--- src/rtl/mult_div_seq.sv ---
// Sequential signed 32x32 multiplier (radix-2 Booth) and restoring divider.
// One iteration per RUN cycle; HI/LO results are registered and written on entry to DONE.
module mult_div_seq (
    input  logic        clk,
    input  logic        reset,
    input  logic        start,
    input  logic        op,
    input  logic [31:0] a_in,
    input  logic [31:0] b_in,
    output logic        busy,
    output logic        done,
    output logic        div_zero,
    output logic        hilo_write,
    output logic [31:0] hi,
    output logic [31:0] lo
);

    localparam int unsigned W  = 32;
    localparam int unsigned CW = 5;
    localparam int unsigned AW = 2 * W + 1;

    localparam logic [2:0] ST_IDLE = 3'd0;
    localparam logic [2:0] ST_LOAD = 3'd1;
    localparam logic [2:0] ST_RUN  = 3'd2;
    localparam logic [2:0] ST_FIX  = 3'd3;
    localparam logic [2:0] ST_DONE = 3'd4;

    localparam logic [W-1:0]  ZERO     = '0;
    localparam logic [CW-1:0] CNT_LAST = CW'(W - 1);

    logic [2:0]    state;
    logic [2:0]    state_nxt;
    logic          busy_nxt;
    logic          done_nxt;
    logic          div_zero_nxt;
    logic          hilo_write_nxt;

    logic [W-1:0]  a_q;
    logic [W-1:0]  b_q;
    logic          op_q;
    logic [AW-1:0] acc;
    logic [W-1:0]  m_q;
    logic [CW-1:0] cnt;
    logic          neg_q;
    logic          neg_r;

    logic [W-1:0]  a_mag;
    logic [W-1:0]  b_mag;
    logic [W:0]    booth_upper;
    logic [W:0]    booth_m;
    logic [W:0]    booth_sum;
    logic [AW-1:0] booth_nxt;
    logic [W:0]    div_shift;
    logic [W+1:0]  div_diff;
    logic          div_ge;
    logic [AW-1:0] div_nxt;
    logic [W-1:0]  quo;
    logic [W-1:0]  rem;
    logic [W-1:0]  fix_hi;
    logic [W-1:0]  fix_lo;

    // Operand magnitudes for the divider; 0x80000000 maps onto itself as unsigned.
    always_comb begin
        a_mag = a_q[W-1] ? (ZERO - a_q) : a_q;
        b_mag = b_q[W-1] ? (ZERO - b_q) : b_q;
    end

    // Booth step: add/sub in 33 bits so the most negative multiplicand cannot overflow.
    always_comb begin
        booth_upper = {acc[AW-1], acc[AW-1:W+1]};
        booth_m     = {m_q[W-1], m_q};
        booth_sum   = booth_upper;
        case (acc[1:0])
            2'b01:   booth_sum = booth_upper + booth_m;
            2'b10:   booth_sum = booth_upper - booth_m;
            default: booth_sum = booth_upper;
        endcase
        booth_nxt = {booth_sum, acc[W:1]};
    end

    // Restoring division step: remainder in acc[64:32], dividend/quotient in acc[31:0].
    always_comb begin
        div_shift = {acc[2*W-1:W], acc[W-1]};
        div_diff  = {1'b0, div_shift} - {2'b00, m_q};
        div_ge    = ~div_diff[W+1];
        div_nxt   = {(div_ge ? div_diff[W:0] : div_shift), acc[W-2:0], div_ge};
    end

    // Final result selection with divide sign correction.
    always_comb begin
        quo = acc[W-1:0];
        rem = acc[2*W-1:W];
        if (op_q) begin
            fix_lo = neg_q ? (ZERO - quo) : quo;
            fix_hi = neg_r ? (ZERO - rem) : rem;
        end else begin
            fix_lo = acc[W:1];
            fix_hi = acc[AW-1:W+1];
        end
    end

    // State register and registered status outputs.
    always_ff @(posedge clk or negedge reset) begin
        if (!reset) begin
            state      <= ST_IDLE;
            busy       <= 1'b0;
            done       <= 1'b0;
            div_zero   <= 1'b0;
            hilo_write <= 1'b0;
        end else begin
            state      <= state_nxt;
            busy       <= busy_nxt;
            done       <= done_nxt;
            div_zero   <= div_zero_nxt;
            hilo_write <= hilo_write_nxt;
        end
    end

    // Next-state and next-output decode.
    always_comb begin
        state_nxt      = state;
        busy_nxt       = 1'b0;
        done_nxt       = 1'b0;
        div_zero_nxt   = 1'b0;
        hilo_write_nxt = 1'b0;
        case (state)
            ST_IDLE: if (start) state_nxt = ST_LOAD;
            ST_LOAD: state_nxt = (op_q && (b_q == ZERO)) ? ST_DONE : ST_RUN;
            ST_RUN:  if (cnt == CNT_LAST) state_nxt = ST_FIX;
            ST_FIX:  state_nxt = ST_DONE;
            ST_DONE: state_nxt = ST_IDLE;
            default: state_nxt = ST_IDLE;
        endcase
        busy_nxt       = (state_nxt != ST_IDLE);
        done_nxt       = (state_nxt == ST_DONE);
        div_zero_nxt   = (state_nxt == ST_DONE) && (state == ST_LOAD);
        hilo_write_nxt = (state_nxt == ST_DONE) && (state == ST_FIX);
    end

    // Datapath registers.
    always_ff @(posedge clk or negedge reset) begin
        if (!reset) begin
            a_q   <= '0;
            b_q   <= '0;
            op_q  <= 1'b0;
            acc   <= '0;
            m_q   <= '0;
            cnt   <= '0;
            neg_q <= 1'b0;
            neg_r <= 1'b0;
            hi    <= '0;
            lo    <= '0;
        end else begin
            case (state)
                ST_IDLE: begin
                    if (start) begin
                        a_q  <= a_in;
                        b_q  <= b_in;
                        op_q <= op;
                    end
                end
                ST_LOAD: begin
                    cnt <= '0;
                    if (op_q) begin
                        acc   <= {{(W+1){1'b0}}, a_mag};
                        m_q   <= b_mag;
                        neg_q <= a_q[W-1] ^ b_q[W-1];
                        neg_r <= a_q[W-1];
                    end else begin
                        acc   <= {ZERO, b_q, 1'b0};
                        m_q   <= a_q;
                        neg_q <= 1'b0;
                        neg_r <= 1'b0;
                    end
                end
                ST_RUN: begin
                    acc <= op_q ? div_nxt : booth_nxt;
                    if (cnt != CNT_LAST) cnt <= cnt + CW'(1);
                end
                ST_FIX: begin
                    hi <= fix_hi;
                    lo <= fix_lo;
                end
                default: ;
            endcase
        end
    end

endmodule

--- config.mk ---
export PLATFORM = sky130hd
export DESIGN_NAME = mult_div_seq
export DESIGN_NICKNAME = d
export VERILOG_FILES = /design/src/rtl/mult_div_seq.sv
export SDC_FILE = /design/constraint.sdc
export NUM_CORES = 1
export LEC_CHECK = 0
export CAP_MARGIN = 20
export CORE_UTILIZATION = 35
export DETAILED_ROUTE_END_ITERATION = 8
export PLACE_DENSITY_LB_ADDON = 0.3
export SLEW_MARGIN = 30
export SYNTH_ARGS = -nofsm -noshare
export SYNTH_HDL_FRONTEND = slang
export SYNTH_SLANG_ARGS = --single-unit
--- constraint.sdc ---
create_clock -name clk -period 4.45 [get_ports clk]
set_clock_uncertainty 0.05 [all_clocks]
set_input_delay 0.89 -clock clk [delete_from_list [all_inputs] [get_ports clk]]
set_output_delay 0.89 -clock clk [all_outputs]
set_load 0.005 [all_outputs]
# ---- Word level (Yosys, flattened, before mapping)
# Cells that the tools add are included.
dict set report totals {
  regBits 240
}
dict set report op_classes {
  addsub 8
  eq_ne 10
  muxes 20
  n_bitwise 2
  n_reduce_logical 10
}
# operator count
set ops {}
lappend ops {{32-bit 2-to-1 mux} 7}
lappend ops {{65-bit one-hot mux with 2 select lines} 1}
lappend ops {{1-bit by 32-bit subtractor with 32-bit output, first input constant} 4}
lappend ops {{33-bit 2-to-1 mux} 2}
lappend ops {{33-bit one-hot mux with 2 select lines} 1}
lappend ops {{65-bit 2-to-1 mux} 1}
lappend ops {{33-bit by 32-bit subtractor with 34-bit output} 1}
lappend ops {{32-bit by 32-bit adder with 33-bit output} 1}
lappend ops {{32-bit by 32-bit subtractor with 33-bit output} 1}
lappend ops {{32-bit logical NOT} 1}
lappend ops {{3-bit one-hot mux with 4 select lines} 1}
lappend ops {{5-bit one-hot mux with 2 select lines} 1}
lappend ops {{3-bit 2-to-1 mux} 3}
lappend ops {{3-bit by 2-bit == test with 1-bit output, second input constant} 2}
lappend ops {{2-bit AND reduction} 3}
lappend ops {{5-bit by 1-bit adder with 5-bit output, second input constant} 1}
lappend ops {{5-bit == test, second input constant} 1}
lappend ops {{5-bit 2-to-1 mux} 1}
lappend ops {{5-bit != test, second input constant} 1}
lappend ops {{4-bit by 2-bit != test with 1-bit output, second input constant} 1}
lappend ops {{3-bit by 1-bit == test with 1-bit output, second input constant} 1}
lappend ops {{3-bit == test, second input constant} 1}
lappend ops {{1-bit logical AND} 3}
lappend ops {{3-bit logical NOT} 1}
lappend ops {{8 further kinds} 9}

# ---- Depth between registers and ports, before layout
dict set report depth {
  depth_word 6
  ltp_mapped 19
  mapped_depth_nobuf 19
}

# ---- Worst setup path before layout
# OpenSTA, ideal clock, no wires.
dict set report synth_path {
  kind {reg-to-reg}
  start {register m_q[3]}
  end {register acc[58]}
  t_arrival_ps 3719
  required_ps 4274
  slack_ps 555
  stages_incl_launch_ff 19
  n_path_buf 1
  path_cell_list {dfrtp_1 -> or3_1 -> nor3_1 -> nand2_1 -> nor2_1 -> and3_1 -> a21oi_1 -> xnor2_1 -> ha_1 -> clkbuf_1 -> a21oi_1 -> o21ai_0 -> nor2_1 -> nand3_1 -> o21a_1 -> a211oi_1 -> mux2i_1 -> o21ai_0 -> a311o_1}
}
dict set report synth_via {
  elab_chain_cells 4
  word_cells_on_any_way 7
}
# item line_no
set synth_lines {}
lappend synth_lines {{start, declared} 42} ;# logic [W-1:0] m_q;
lappend synth_lines {{start signal, assigned} 166} ;# m_q <= b_mag;
lappend synth_lines {{start signal, assigned} 171} ;# m_q <= a_q;
lappend synth_lines {{32-bit by 32-bit subtractor with 33-bit output, or another cell as far along} 75} ;# 2'b10: booth_sum = booth_upper - booth_m;
lappend synth_lines {{33-bit one-hot mux with 2 select lines or 33-bit 2-to-1 mux (tied branches)} {73, 86}}
lappend synth_lines {{65-bit 2-to-1 mux (*)} 177} ;# acc <= op_q ? div_nxt : booth_nxt;
lappend synth_lines {{65-bit one-hot mux with 2 select lines (*)} 154} ;# case (state)
lappend synth_lines {{end signal, assigned} 165} ;# acc <= {{(W+1){1'b0}}, a_mag};
lappend synth_lines {{end signal, assigned} 170} ;# acc <= {ZERO, b_q, 1'b0};
lappend synth_lines {{end signal, assigned} 177}
lappend synth_lines {{end, declared} 41} ;# logic [AW-1:0] acc;
# Every way passes the cells marked *; elsewhere a longest branch is shown, timed or not.
# A chain may end at the register's enable or synchronous reset.

# ---- Final worst setup path
dict set report layout_path {
  start {register m_q[7]}
  end {register acc[64]}
}
# Same word-level chain as after synthesis.

==> results.yml <==
sta:
  slew-limit-headroom_pct: 36.28
  fmax_mhz: 237.8
  period_share_pct: 94.50
  final_max_slew_viol_count: 0
  tightest_slew_ns: 0.9558
  hold_slack_ns: 0.2391
  setup_viol: 0
  final_hold_viol_count: 0
  rsz0062_at_grt: "true"
  min_period_ns: 4.205
detailed_routing:
  drt-initial-drc-count: 1015
  viasPerCell: 5.699
  drc: 0
  antenna_left: 0
  totalWireLength_mm: 60.85
  vias: 16470
  first_pass_iters: 5
  wire_per_inst_microns: 21.06
floorplan:
  start_util_pct: 35.69
  die_y_microns: 228.6
  core_area_sq_mm: 0.05038
  die_w_microns: 228.6
  io_pins: 136
  num_rows: 82
  dieArea_sq_mm: 0.05228
worst_setup_path:
  startpoint: "m_q[7]"
  worstSetupPathType: "reg2reg"
  cp-start-kind: "register"
  rrSetupSlack_ns: 0.24
  r2r-end: "acc[64]"
  critPathMaxFanout: 7
  cp-endpoint: "acc[64]"
  r2r_cells: 17
  rr_startpoint: "m_q[7]"
  arrival_ns: 4.61
  critPathCaptureType: "register"
  cp.required_ns: 4.85
synthesis:
  synth_top_area_share_pct: 33.41
  synth_largest_area_cell: "dfrtp_1"
  synth_nets: 2246
  ys_seq_area_share_pct: 33.41
  ys_ff_latch: 240
  yosys.area_share.simple_pct: 15.32
  synth_cell_types: 78
  muxShareOfSynthArea_pct: 8.240
  synth_xor_area_share_pct: 9.597
  synthFlopType: "dfrtp_1"
  synth_fa_ha_area_share_pct: 5.303
  synth-edff-count: 0
  synthArstFlopShare_pct: 100.0
  synth_top_family_by_area: "compound AO/OA/AOI/OAI gates"
  synth_top_cells_by_count: "nand2_1 (245), dfrtp_1 (240), o21ai_0 (194)"
  yosysWarnings: 0
  synth_area_leaders: "dfrtp_1 (33%), xor2_1 (5.6%), o21ai_0 (5.4%)"
  synth_compound_area_share_pct: 23.13
  syn_area_per_cell_sq_um: 8.549
  synth.most_common_cell: "nand2_1"
  syn_inst: 2103
  syn_area_sq_mm: 0.01798
global_route:
  use_met2_pct: 36.30
  grt_overflow: 0
  grt_pass1_wl_mm: 95.36
  grt_pass1_vias: 15823
  antenna_found_initial: 2
  busiest_layer: "met2"
  grt_max_degree: 124
  grt_use_total_pct: 23.10
  use_met1_pct: 32.90
  use_met3_pct: 3.131
clock_tree:
  cts.sinks: 240
  cts.root.buffer_cell: "clkbuf_16"
  clk_pin_slew_ns: 0.06
  clk_path_buf_depth: 3
  cts_tree: "built"
  clock_latency_ns: 0.61
  htree_levels: 1
  cts_buffers: 30
place:
  dp_hpwl_mm: 45.96
  dp_cells: 2837
  placed_area_sq_mm: 0.02013
  routabilityCongestion: 0.9135
  io_buffers: 135
finish:
  antenna_cells: 0
  final_area_sq_mm: 0.02130
  nets: 2341
  stdcell_count: 2890
  drive_gt1_share_pct: 10.50
  area_growth_pct: 18.47
run_status:
  run_status: "finished clean"
min_path:
  min_path_type: "in2async"
flow_run:
  timing.max_cap.violations: 0
layout make-up:
type / instances / area (sq um)
Fill cell: 4955 / 29080
Multi-Input combinational cell: 1652 / 11140
Sequential cell: 240 / 6012
Timing Repair Buffer: 208 / 1942
Tap cell: 672 / 840.8
Clock buffer: 38 / 810.8
Clock inverter: 14 / 302.8
Inverter: 66 / 247.7
worst min path at each step:
stage / startpoint / to / slack (ns)
6_report: reset / lo[11] / 0.24
5_1_grt: reset / lo[8] / 0.28
4_1_cts: reset / acc[20] / 0.27
3_5_place_dp: lo[17] / lo[17] / 0.42
3_3_place_gp: lo[2] / lo[2] / 0.41
2_1_floorplan: hi[0] / hi[0] / 0.42
critical path, stage by stage (launching register included):
cell	delay, ns
dfrtp_1	0.42
or4_1	0.59
nor4_2	0.26
buf_4	0.16
and2_1	0.22
and3_1	0.26
a41oi_1	0.16
xnor2_1	0.24
ha_2	0.36
a21o_1	0.22
nand2_1	0.09
nand2b_1	0.06
a21oi_1	0.22
o21bai_1	0.09
mux2_2	0.26
a21oi_1	0.16
o31a_1	0.15
a31oi_1	0.09
cells in the final DEF (no fill, tap or decap), drive strengths merged, types with 21 or more instances in the layout:
cell,n
nand2,245
dfrtp,240
a21o,23
xnor2,83
a21oi,157
inv,67
o221ai,34
o31ai,43
o21a,22
clkdlybuf4s50,134
mux2,64
o21ai,205
a31oi,21
o211ai,35
nand3,22
or3,29
buf,74
nor2b,22
clkbuf,38
mux2i,76
ha,73
nor3,26
xor2,114
nor2,148
state kept, by name, summed over array words and instances, names as in the netlist, 3 cells and up:
name	flops
state	3
lo	32
b_q	32
hi	32
cnt	5
a_q	32
acc	65
m_q	32
metrics by stage:
step | TNS, ns | utilization [%] | worst slack, ns
finish | 0 | 42.28 | 0.2446
detailed placement | 0 | 39.95 | 0.3000
global route | -0.001296 | 42.28 | -0.001296
CTS | 0 | 42.16 | 0.2349
floorplan | 0 | - | 0.5550
global placement | 0 | 39.95 | 0.2709
logic make-up (layout without fill, tap and decap cells):
family / after synthesis / count (layout)
fa+ha+maj: 75 / 75
simple gates: 587 / 587
compound gates: 653 / 653
buf+inv: 211 / 326
flops: 240 / 240
xor+xnor: 197 / 197
mux: 140 / 140
per-layer routing:
layer | up-vias | part of all wire, %
li1 | 7772 | -
met1 | 8065 | 46
met2 | 543 | 45
met3 | 90 | 6.1
met4 | 0 | 2.7
met5 | - | 0
repair_timing:
item | 4_1_cts | 5_1_grt
hold endpoints to repair | 0 | 0
setup endpoints to repair | 0 | 8
hold buffers | 0 | 0
buffers inserted | 0 | 1
resized for setup | 0 | 11
Power is not shown: default switching activity piles up to over one toggle a cycle in this logic, so the estimate is an artifact.
